$ cat config.mk
export PLATFORM = sky130hd
export DESIGN_NAME = byte_striping_nlane_flat
export DESIGN_NICKNAME = d
export VERILOG_FILES = /design/src/rtl/byte_striping_nlane_if.sv /design/src/rtl/byte_striping_nlane.sv /design/src/flat_wrapper.sv
export SDC_FILE = /design/constraint.sdc
export NUM_CORES = 1
export LEC_CHECK = 0
export ABC_AREA = 1
export BUFFER_PORTS_ARGS = -buffer_cell sky130_fd_sc_hd__buf_2
export CAP_MARGIN = 0
export CORE_MARGIN = 3
export CORE_UTILIZATION = 30
export CTS_CLUSTER_SIZE = 20
export DETAILED_ROUTE_END_ITERATION = 16
export GPL_TIMING_DRIVEN = 0
export PLACE_DENSITY = 0.56
export SYNTH_ARGS = -nofsm -noshare
export SYNTH_HDL_FRONTEND = slang
export SYNTH_SLANG_ARGS = --single-unit
$ cat constraint.sdc
create_clock -name clk_2f -period 4.7 [get_ports clk_2f]
set_clock_uncertainty 0.1 [all_clocks]
set_input_delay 0.705 -clock clk_2f [delete_from_list [all_inputs] [get_ports clk_2f]]
set_output_delay 0.705 -clock clk_2f [all_outputs]
set_load 0.02 [all_outputs]
$ cat src/rtl/byte_striping_nlane_if.sv
// Striper bus: input word stream with flush/resync controls, and the
// registered lane outputs.
//   data_in    word to stripe           valid_in   data_in is a valid word
//   flush      emit a partial group     resync     drop partial group, pointer to 0
//   lane_out   lane k at [k*DATA_W +: DATA_W]
//   valid_out  per-lane new-data strobe
//   lane_ptr   next lane to receive     group_done full group completed
interface byte_striping_nlane_if #(
    parameter int unsigned DATA_W = 32,
    parameter int unsigned LANES  = 4
);
    localparam int unsigned PTR_W = $clog2(LANES);

    logic [DATA_W-1:0]       data_in;
    logic                    valid_in;
    logic                    flush;
    logic                    resync;
    logic [LANES*DATA_W-1:0] lane_out;
    logic [LANES-1:0]        valid_out;
    logic [PTR_W-1:0]        lane_ptr;
    logic                    group_done;

    modport master (
        output data_in, valid_in, flush, resync,
        input  lane_out, valid_out, lane_ptr, group_done
    );

    modport slave (
        input  data_in, valid_in, flush, resync,
        output lane_out, valid_out, lane_ptr, group_done
    );
endinterface

$ cat src/rtl/byte_striping_nlane.sv
// Round-robin byte striper: distributes DATA_W-bit words across LANES lanes.
// ALIGN=0 writes each accepted word straight to its lane; ALIGN=1 stages a
// lane group and presents it in one cycle, with flush/resync for partials.
//   clk_2f  single clock, rising edge
//   reset   asynchronous, active-high
//   bus     byte_striping_nlane_if slave (stream in, lanes out)
module byte_striping_nlane #(
    parameter int unsigned DATA_W = 32,
    parameter int unsigned LANES  = 4,
    parameter int unsigned ALIGN  = 0
) (
    input  logic                 clk_2f,
    input  logic                 reset,
    byte_striping_nlane_if.slave bus
);
    localparam int unsigned PTR_W = $clog2(LANES);

    typedef enum logic {
        EMPTY   = 1'b0,
        FILLING = 1'b1
    } state_t;

    logic [LANES-1:0][DATA_W-1:0] lane_q;
    logic [LANES-1:0]             valid_q;
    logic [PTR_W-1:0]             ptr_q;
    logic                         done_q;

    logic                         accept_c;
    logic [PTR_W-1:0]             ptr_inc_c;

    // resync beats valid_in; pointer wraps naturally (LANES is a power of two)
    assign accept_c  = bus.valid_in & ~bus.resync;
    assign ptr_inc_c = ptr_q + PTR_W'(1);

    assign bus.lane_out   = lane_q;
    assign bus.valid_out  = valid_q;
    assign bus.lane_ptr   = ptr_q;
    assign bus.group_done = done_q;

    if (ALIGN == 0) begin : g_direct
        // Immediate mode: each accepted word lands on lane ptr_q next cycle
        always_ff @(posedge clk_2f or posedge reset) begin
            if (reset) begin
                lane_q  <= '0;
                valid_q <= '0;
                ptr_q   <= '0;
                done_q  <= 1'b0;
            end else begin
                valid_q <= '0;
                done_q  <= 1'b0;
                if (bus.resync) begin
                    ptr_q <= '0;
                end else if (accept_c) begin
                    lane_q[ptr_q]  <= bus.data_in;
                    valid_q[ptr_q] <= 1'b1;
                    ptr_q          <= ptr_inc_c;
                end
            end
        end
    end else begin : g_aligned
        state_t                       state_q;
        logic [LANES-1:0][DATA_W-1:0] stage_q;
        logic [LANES-1:0]             fill_q;

        logic [LANES-1:0]             ptr_oh_c;
        logic [LANES-1:0]             fill_nx_c;
        logic [LANES-1:0][DATA_W-1:0] stage_nx_c;
        logic                         last_c;

        // Staging view including this cycle's word, so flush/complete see it
        always_comb begin
            ptr_oh_c        = '0;
            ptr_oh_c[ptr_q] = 1'b1;
            fill_nx_c       = fill_q | (accept_c ? ptr_oh_c : '0);
            stage_nx_c      = stage_q;
            if (accept_c) begin
                stage_nx_c[ptr_q] = bus.data_in;
            end
            last_c = accept_c && (ptr_q == PTR_W'(LANES - 1));
        end

        // Group FSM: EMPTY while nothing is staged, FILLING otherwise
        always_ff @(posedge clk_2f or posedge reset) begin
            if (reset) begin
                state_q <= EMPTY;
                stage_q <= '0;
                fill_q  <= '0;
                lane_q  <= '0;
                valid_q <= '0;
                ptr_q   <= '0;
                done_q  <= 1'b0;
            end else begin
                valid_q <= '0;
                done_q  <= 1'b0;
                if (bus.resync) begin
                    ptr_q   <= '0;
                    fill_q  <= '0;
                    state_q <= EMPTY;
                end else begin
                    stage_q <= stage_nx_c;
                    if (accept_c) begin
                        ptr_q <= ptr_inc_c;
                    end
                    if (last_c) begin
                        // A flush on the completing word is just a completion
                        lane_q  <= stage_nx_c;
                        valid_q <= '1;
                        done_q  <= 1'b1;
                        fill_q  <= '0;
                        state_q <= EMPTY;
                    end else if (bus.flush && (state_q == FILLING || accept_c)) begin
                        for (int k = 0; k < int'(LANES); k++) begin
                            lane_q[k] <= fill_nx_c[k] ? stage_nx_c[k] : '0;
                        end
                        valid_q <= fill_nx_c;
                        done_q  <= &fill_nx_c;
                        ptr_q   <= '0;
                        fill_q  <= '0;
                        state_q <= EMPTY;
                    end else begin
                        fill_q <= fill_nx_c;
                        if (accept_c) begin
                            state_q <= FILLING;
                        end
                    end
                end
            end
        end
    end
endmodule

$ cat src/flat_wrapper.sv
// flat-port wrapper written by rule: the top's interface ports become plain ports
module byte_striping_nlane_flat 
#(
    parameter int unsigned DATA_W = 32,
    parameter int unsigned LANES  = 4,
    parameter int unsigned ALIGN  = 0
)
  (clk_2f, reset, bus_data_in, bus_valid_in, bus_flush, bus_resync, bus_lane_out, bus_valid_out, bus_lane_ptr, bus_group_done);
  byte_striping_nlane_if #(.DATA_W(DATA_W), .LANES(LANES)) bus_i ();
  input  logic clk_2f;
  input  logic reset;
  input wire logic [$bits(bus_i.data_in)-1:0] bus_data_in;
  input wire logic [$bits(bus_i.valid_in)-1:0] bus_valid_in;
  input wire logic [$bits(bus_i.flush)-1:0] bus_flush;
  input wire logic [$bits(bus_i.resync)-1:0] bus_resync;
  output wire logic [$bits(bus_i.lane_out)-1:0] bus_lane_out;
  output wire logic [$bits(bus_i.valid_out)-1:0] bus_valid_out;
  output wire logic [$bits(bus_i.lane_ptr)-1:0] bus_lane_ptr;
  output wire logic [$bits(bus_i.group_done)-1:0] bus_group_done;
  assign bus_i.data_in = bus_data_in;
  assign bus_i.valid_in = bus_valid_in;
  assign bus_i.flush = bus_flush;
  assign bus_i.resync = bus_resync;
  assign bus_lane_out = bus_i.lane_out;
  assign bus_valid_out = bus_i.valid_out;
  assign bus_lane_ptr = bus_i.lane_ptr;
  assign bus_group_done = bus_i.group_done;
  byte_striping_nlane #(.DATA_W(DATA_W), .LANES(LANES), .ALIGN(ALIGN)) u_core (.clk_2f(clk_2f), .reset(reset), .bus(bus_i));
endmodule
==> flow_summary.ini, run 1 <==
[outcome]
status = completed

[grt]
grt_pass1_wl_um = 29200
grt-busiest-layer = met2
use_met1 = 0.255
antenna_found_initial = 1
grtUsageTotal = 0.189
grt_util_met3 = 0.0618
grt_max_degree = 69
grt_use_met2 = 0.296
overflow = 0
grt_pass1_vias = 4917

[sta]
finalSetupViolations = 0
max_clock_freq_mhz = 527
slew_viol_final = 0
timing.final.crit_period_ps = 1900
timing.hold.ws_ps = 282
hold_viol = 0
timing.final.crit_share = 0.404
tns_ps = 0
max-slew-margin-rel = 0.573
grt_setup_unrepaired = false
tightest_slew_ps = 640

[placed_design]
post-place-cells = 998
place_hpwl_um = 13500
routabilityCongestion = 0.791
portBuffers = 168

[finish]
final_core_util = 0.412
seq_area_mm2 = 0.00335
multi_input_area_mm2 = 0.00188
areaGrowthSynthToFinish_pct = 33.7
fin_cells = 1030
final_layout_size_suffix_gt1_frac = 0.323
nFillCells = 1878
finalNetCount = 829
num_antenna_cells = 0

[setup_path]
endpoint_kind = primary output
critPathBufInv = 1
crit_family = flip-flops
path_max_fanout = 6
path_cells = buf_2
critPathKind = reg2out
cp_slowest_stage_delay_ps = 440
cp.required_ps = 3890
crit_slowest_cell = dfrtp_1
startpoint_type = flop
cp_data_arrival_time_ps = 1090

[drt]
ant_nets = 0
drt-initial-drc-count = 230
dr_total_vias = 5083
dr.pass1.iters = 4
post_drt_via_cell_ratio = 4.93
avgRoutedWirePerCell_um = 18.5
drt_wl_total_um = 19100
remaining_drc_errors = 0

[clock_tree]
clkTransAtPathRegs_ps = 60
clk-insertion-delay-late_ps = 420
clockBufferDepth = 2
cts_buffers = 17
ctsHoldBuffers = 0
clock_sinks = 134
cts.repair.resized = 0
root_buffer = clkbuf_16
ctsHtreeMaxLevel = 4
cts_setup_buffers = 0
cts_tree = built

[synthesis]
synth_nets = 641
seq_area_frac_synth = 0.599
synthCells = 600
ys_ff_latch = 134
synth_cell_types = 15
netlist_area_mm2 = 0.00559
yosys_warnings = 0
avgSynthCellArea_um2 = 9.32

[floorplanning]
core_area_mm2 = 0.0181
row_count = 49
die_h_um = 143
start_util = 0.308
dieArea_mm2 = 0.0203
die_width_um = 143
ioPinCount = 172

[min_path]
hp-class = in2async

[power_and_ir_drop]
p_leak_nw = 4.25
power_density_mw_per_mm2 = 570
vdd_drop_max_v = 0.000263
p_total_mw = 4.26

[job]
maxCapViolations = 0
-- cell usage after synthesis (all sizes together) --
library cell | number | area share
conb | 1 | 0.00067
nand2 | 260 | 0.17
nor2 | 1 | 0.00067
clkbuf | 7 | 0.0047
nand4 | 128 | 0.14
o21ai | 1 | 0.00089
ha | 4 | 0.0089
buf | 51 | 0.054
inv | 8 | 0.0054
dfrtp | 134 | 0.60
nand3 | 5 | 0.0081
-- power by group --
| group | switching [mW] | internal [mW] |
|---|---|---|
| clock network | 0.514 | 1.13 |
| registers | 0.155 | 1.42 |
| logic | 0.723 | 0.322 |
-- path summary, 6_finish.rpt --
kind,startpoint,to,slack (ps),depth (start not counted)
setup / recovery,u_core.bus.lane_ptr[0],bus_lane_ptr[0],2800,1
hold / removal,reset,u_core.bus.valid_out[0],280,2
setup reg to reg,u_core.bus.lane_ptr[0],u_core.bus.lane_out[6],2910,6
hold reg to reg,u_core.bus.lane_out[125],u_core.bus.lane_out[125],360,2
max in group asynchronous,reset,u_core.bus.lane_out[60],3450,3
min in group clk_2f,u_core.bus.lane_out[125],u_core.bus.lane_out[125],360,2
-- stage by stage --
step	cell area, µm²	setup WS (ps)
5_1_grt	7480	2750
2_1_floorplan	5590	312
6_report	7480	2800
3_3_place_gp	6720	-1500
4_1_cts	7480	2790
3_5_place_dp	6750	2900
-- layout by cell type, fill, tap and decap left out --
cell type,netlist,final
inv_6,0,1
buf_16,0,1
ha_1,4,4
buf_4,13,13
nand3_1,1,1
clkbuf_16,0,17
clkbuf_8,0,2
buf_2,36,204
inv_2,2,2
clkbuf_1,7,7
o21ai_1,1,1
buf_6,2,2
bufinv_16,0,8
nor2_1,1,1
conb_1,1,1
nand2_1,260,260
nand3_2,4,4
clkinv_4,0,1
dfrtp_1,134,134
clkinv_2,0,2
clkinvlp_4,0,2
inv_1,6,5
nand4_1,128,128
-- layer usage --
| layer | vias up | share of wire | routed length [µm] |
|---|---|---|---|
| li1 | 2415 | - | - |
| met1 | 2490 | 0.45 | 8570 |
| met2 | 155 | 0.47 | 8870 |
| met3 | 21 | 0.074 | 1420 |
| met4 | 2 | 0.010 | 199 |
| met5 | - | 0.00068 | 13 |
-- final cells by class --
cell class,instances,area share
Sequential cell,134,0.448
Multi-Input combinational cell,400,0.252
Timing Repair Buffer,169,0.116
Clock buffer,19,0.0605
Buffer,58,0.0437
Tap cell,229,0.0383
Clock inverter,13,0.0366
Inverter,8,0.00468
-- state kept, by name (all words and copies together) (netlist names) --
signal                cells
u_core.bus.lane_ptr       2
u_core.bus.valid_out      4
u_core.bus.lane_out     128
-- kinds of logic after synthesis --
family,count (synthesis),synth area share
compound gates,1,0.000894
flops,134,0.599
fa+ha+maj,4,0.00895
other cells,1,0.000670
simple gates,394,0.326
buf+inv,66,0.0637
Power figures use the tool's default switching activity.
==> run 2: changes to the inputs <==
Settings changed: PLACE_DENSITY 0.56 to 0.58.
Clock period 4.7 ns to 1.7 ns, I/O delays scaled along.
==> flow_summary.ini, run 2 (same netlist as run 1, synthesis figures left out) <==
[placed_design]
pre_cts_slack_ps = -56.7
dpl_cell_area_mm2 = 0.00681
post-place-cells = 1001
place_hpwl_um = 13700
routabilityCongestion = 0.782
portBuffers = 168

[power_and_ir_drop]
p_leak_nw = 4.23
seqPwrFrac = 0.399
power.internal_mw = 7.07
vdd_drop_max_v = 0.000712
power_density_mw_per_mm2 = 1470
combPwrFrac = 0.267
p_sw_frac = 0.354
p_sw_mw = 3.87
clockPowerShare = 0.335

[sta]
slew_viol_final = 0
timing.final.crit_share = 0.943
finalSetupViolations = 0
tns_ps = 0
max_clock_freq_mhz = 624
hold_viol = 0
final.setup.worst_slack_ps = 96.9
timing.hold.ws_ps = 19.2
grt_setup_unrepaired = true
timing.final.crit_period_ps = 1600

[finish]
finalNetCount = 834
mostFrequentLayoutCell = nand2_1
fin_cells = 1034
most-common-layout-cells = nand2_1 (260), buf_2 (197), dfrtp_1 (134)
stdcell_area_mm2 = 0.00744
num_antenna_cells = 0
final_layout_size_suffix_gt1_frac = 0.332
largest_reg_flops = 128
areaGrowthSynthToFinish_pct = 33.0

[clock_tree]
clockBufferDepth = 2
cts_setup_buffers = 0
cts_tree = built
root_buffer = clkbuf_16
ctsHtreeMaxLevel = 4
cts_buffers = 17
clk-insertion-delay-late_ps = 420
clkTransAtPathRegs_ps = 60
clock_sinks = 134

[setup_path]
cp_data_arrival_time_ps = 1810
ff2ff_path_depth = 7
cp.required_ps = 1900
endpoint_kind = flop
critPathKind = reg2reg
r2r_start = u_core.bus.lane_ptr[1]
path_max_fanout = 10
r2r_slack_ps = 100
startpoint_type = flop
r2r_end = u_core.bus.lane_out[36]

[job]
maxCapViolations = 0

[drt]
avgRoutedWirePerCell_um = 18.6
dr_total_vias = 5049
post_drt_via_cell_ratio = 4.88
remaining_drc_errors = 0
drt-initial-drc-count = 248
dr.pass1.iters = 4
drt_wl_total_um = 19200
ant_nets = 0

[grt]
overflow = 0
grt_pass1_vias = 5083
grt_pass1_wl_um = 29700
grt_max_degree = 40
antenna_found_initial = 0
grtUsageTotal = 0.192

[min_path]
hp-class = in2reg
min_path_cells = 3
holdPathEnd = u_core.bus.lane_out[56]
hold_start = bus_data_in[24]

[floorplanning]
start_util = 0.308
core_area_mm2 = 0.0181
row_count = 49
die_h_um = 143
ioPinCount = 172
dieArea_mm2 = 0.0203
die_width_um = 143

[outcome]
status = completed
==> run 2: cell types whose count changed in the layout (fill, tap and decap cells not counted), moves of 2 or more <==
cell / before / now
bufinv_16: 8 / 2
buf_12: 0 / 4
buf_2: 204 / 197
clkbuf_2: 0 / 7
clkbuf_1: 7 / 1
dlygate4sd3_1: 0 / 2
clkinvlp_4: 2 / 5
buf_4: 13 / 19
==> run 2: layer usage <==
layer	global-route usage	part of all wire	vias up
li1	-	-	2418
met1	0.265	0.46	2450
met2	0.293	0.46	168
met3	0.0628	0.071	13
met4	0.0525	0.010	0
met5	0	0	-
==> run 2: worst max path at each step <==
stage | start | to | slack (ps) | cells after the start
floorplan | reset | u_core.bus.lane_out[0] | -320 | 1
global placement | reset | u_core.bus.lane_out[86] | -1340 | 2
detailed placement | u_core.bus.lane_ptr[0] | u_core.bus.lane_out[5] | -60 | 6
CTS | u_core.bus.lane_ptr[0] | u_core.bus.lane_out[81] | 20 | 7
global route | u_core.bus.lane_ptr[1] | u_core.bus.lane_out[42] | -9 | 7
finish | u_core.bus.lane_ptr[1] | u_core.bus.lane_out[36] | 100 | 7
==> run 2: what timing repair did <==
| action | CTS | global route |
|---|---|---|
| endpoints found under the hold margin | 41 | 0 |
| endpoints found under the setup margin | 46 | 71 |
| hold buffers | 2 | 0 |
| gates resized for setup | 5 | 18 |
| pin swaps | 0 | 0 |
==> run 2: layout make-up <==
class / count / area, µm²
Multi-Input combinational cell: 400 / 1890
Clock buffer: 20 / 457
Sequential cell: 134 / 3350
Tap cell: 229 / 287
Timing Repair Buffer: 174 / 941
Inverter: 8 / 33.8
Clock inverter: 11 / 126
Buffer: 58 / 353
Fill cell: 1836 / 10700
==> run 2: power by group through the flow <==
stage	sequential (mW)	clock [mW]	combinational (mW)
6_report	4.36	3.66	2.92
5_1_grt	4.45	3.88	3.20
4_1_cts	4.36	3.74	2.96
3_5_place_dp	4.40	0	2.94
3_3_place_gp	4.41	0	2.88
2_1_floorplan	5.28	0	0.806
==> run 2: worst max-delay path, cell delays in order, from the launching register on <==
cell and delay, ps:
dfrtp_1 420, inv_1 100, ha_1 130, buf_2 170, nand3_2 170, clkbuf_4 260
nand2_1 80, nand2_1 60
==> run 2: per-stage QoR <==
step	utilization	total power, mW
after floorplan	-	6.09
after global placement	0.371	7.28
after detailed placement	0.375	7.35
after CTS	0.409	11.1
after global routing	0.410	11.5
final	0.410	10.9
==> run 3: changes to the inputs <==
Settings changed: ABC_CLOCK_PERIOD_IN_PS set to 1700, GPL_TIMING_DRIVEN 0 to not set.
==> flow_summary.ini, run 3 (same netlist as run 1, synthesis figures left out) <==
[sta]
timing.final.crit_period_ps = 1490
tns_ps = 0
timing.hold.ws_ps = 28.7
finalSetupViolations = 0
hold_viol = 0
timing.final.crit_share = 0.877
slew_viol_final = 0
max_clock_freq_mhz = 671
grt_setup_unrepaired = false

[power_and_ir_drop]
p_total_mw = 11.1
power_density_mw_per_mm2 = 1510
p_leak_nw = 4.11
vdd_drop_max_v = 0.000697

[job]
maxCapViolations = 0

[setup_path]
path_cells = ha_2 -> nand3_2 -> buf_12 -> nand2_1 -> nand2_1
crit_slowest_cell = dfrtp_1
startpoint_type = flop
cp_slowest_stage_delay_ps = 450
critPathBufInv = 1
path_max_fanout = 25
endpoint_kind = flop
cp_data_arrival_time_ps = 1690
critPathMostFrequentCell = nand2_1
cp.required_ps = 1900
cp_num_cells = 5
ff2ff_path_depth = 5
critPathKind = reg2reg
crit_family = flip-flops

[min_path]
hp-class = in2reg
min_path_cells = 3

[finish]
largest_reg_flops = 128
num_antenna_cells = 0
finalNetCount = 792
most-common-layout-cells = nand2_1 (260), buf_2 (168), dfrtp_1 (134)
mostFrequentLayoutCell = nand2_1
final_layout_size_suffix_gt1_frac = 0.301
areaGrowthSynthToFinish_pct = 30.8

[grt]
grtUsageTotal = 0.173
overflow = 0
grt_max_degree = 68
grt_pass1_wl_um = 27500
grt_pass1_vias = 4754
antenna_found_initial = 0

[floorplanning]
die_width_um = 143
start_util = 0.308
die_h_um = 143
row_count = 49
dieArea_mm2 = 0.0203
core_area_mm2 = 0.0181
ioPinCount = 172

[placed_design]
routabilityCongestion = 0.748
portBuffers = 169
place_hpwl_um = 11000

[clock_tree]
clkTransAtPathRegs_ps = 60
cts_buffers = 17
clock_sinks = 134
clockBufferDepth = 2
clk-insertion-delay-late_ps = 410
cts_tree = built
ctsHtreeMaxLevel = 4
root_buffer = clkbuf_16

[drt]
remaining_drc_errors = 0
drt_wl_total_um = 17500
avgRoutedWirePerCell_um = 17.6
dr_total_vias = 4888
ant_nets = 0
dr.pass1.iters = 4
drt-initial-drc-count = 262
post_drt_via_cell_ratio = 4.92

[outcome]
status = completed
## run 3: worst paths after layout
| check | from | end | slack, ps |
|---|---|---|---|
| setup / recovery | u_core.bus.lane_ptr[0] | u_core.bus.lane_out[112] | 210 |
| hold / removal | bus_data_in[0] | u_core.bus.lane_out[96] | 30 |
| setup reg to reg | u_core.bus.lane_ptr[0] | u_core.bus.lane_out[112] | 210 |
| hold reg to reg | u_core.bus.lane_out[44] | u_core.bus.lane_out[44] | 360 |
| max in group asynchronous | reset | u_core.bus.lane_out[55] | 720 |
| min in group asynchronous | reset | u_core.bus.valid_out[3] | 190 |
## run 3: area by class of cell
type / instances / area, µm²
fill: 1821 / 10800
sequential: 134 / 3350
multi-input combinational: 400 / 1890
timing repair buffer: 190 / 1130
clock buffer: 23 / 488
tap: 229 / 287
clock inverter: 9 / 123
inverter: 8 / 36.3
## run 3: timing repair
action                    CTS  global route
gates resized for setup     0             0
hold endpoints to repair  134             0
buffers inserted            0             0
hold buffers                1             0
## run 3: worst reg2reg max path: cells and delay by family, from the launching register on
family        cells  cell delay, ps
flops             1             450
simple gates      3             280
buf+inv           1             200
fa+ha+maj         1             350
## run 3: power breakdown
group / internal [mW] / total, mW / switching [mW]
logic: 0.895 / 2.86 / 1.96
clock network: 2.45 / 3.84 / 1.39
registers: 3.93 / 4.35 / 0.422
## run 3: metal layers
layer  vias up  routed length (µm)  GRT usage
li1       2334                   -          -
met1      2395                7890      0.235
met2       149                8200      0.271
met3        10                1300     0.0571
met4         0                 136     0.0390
met5         -                   0          0
## run 3: per-stage QoR
stage                     instance area, µm²  worst slack (ps)   util  std cells
after floorplan                         5600              -320      -        600
after global placement                  6690               244  0.369        960
after detailed placement                6690               191  0.369        960
after CTS                               7310               195  0.403        993
after global routing                    7310              93.2  0.403        993
final                                   7310               210  0.403        993
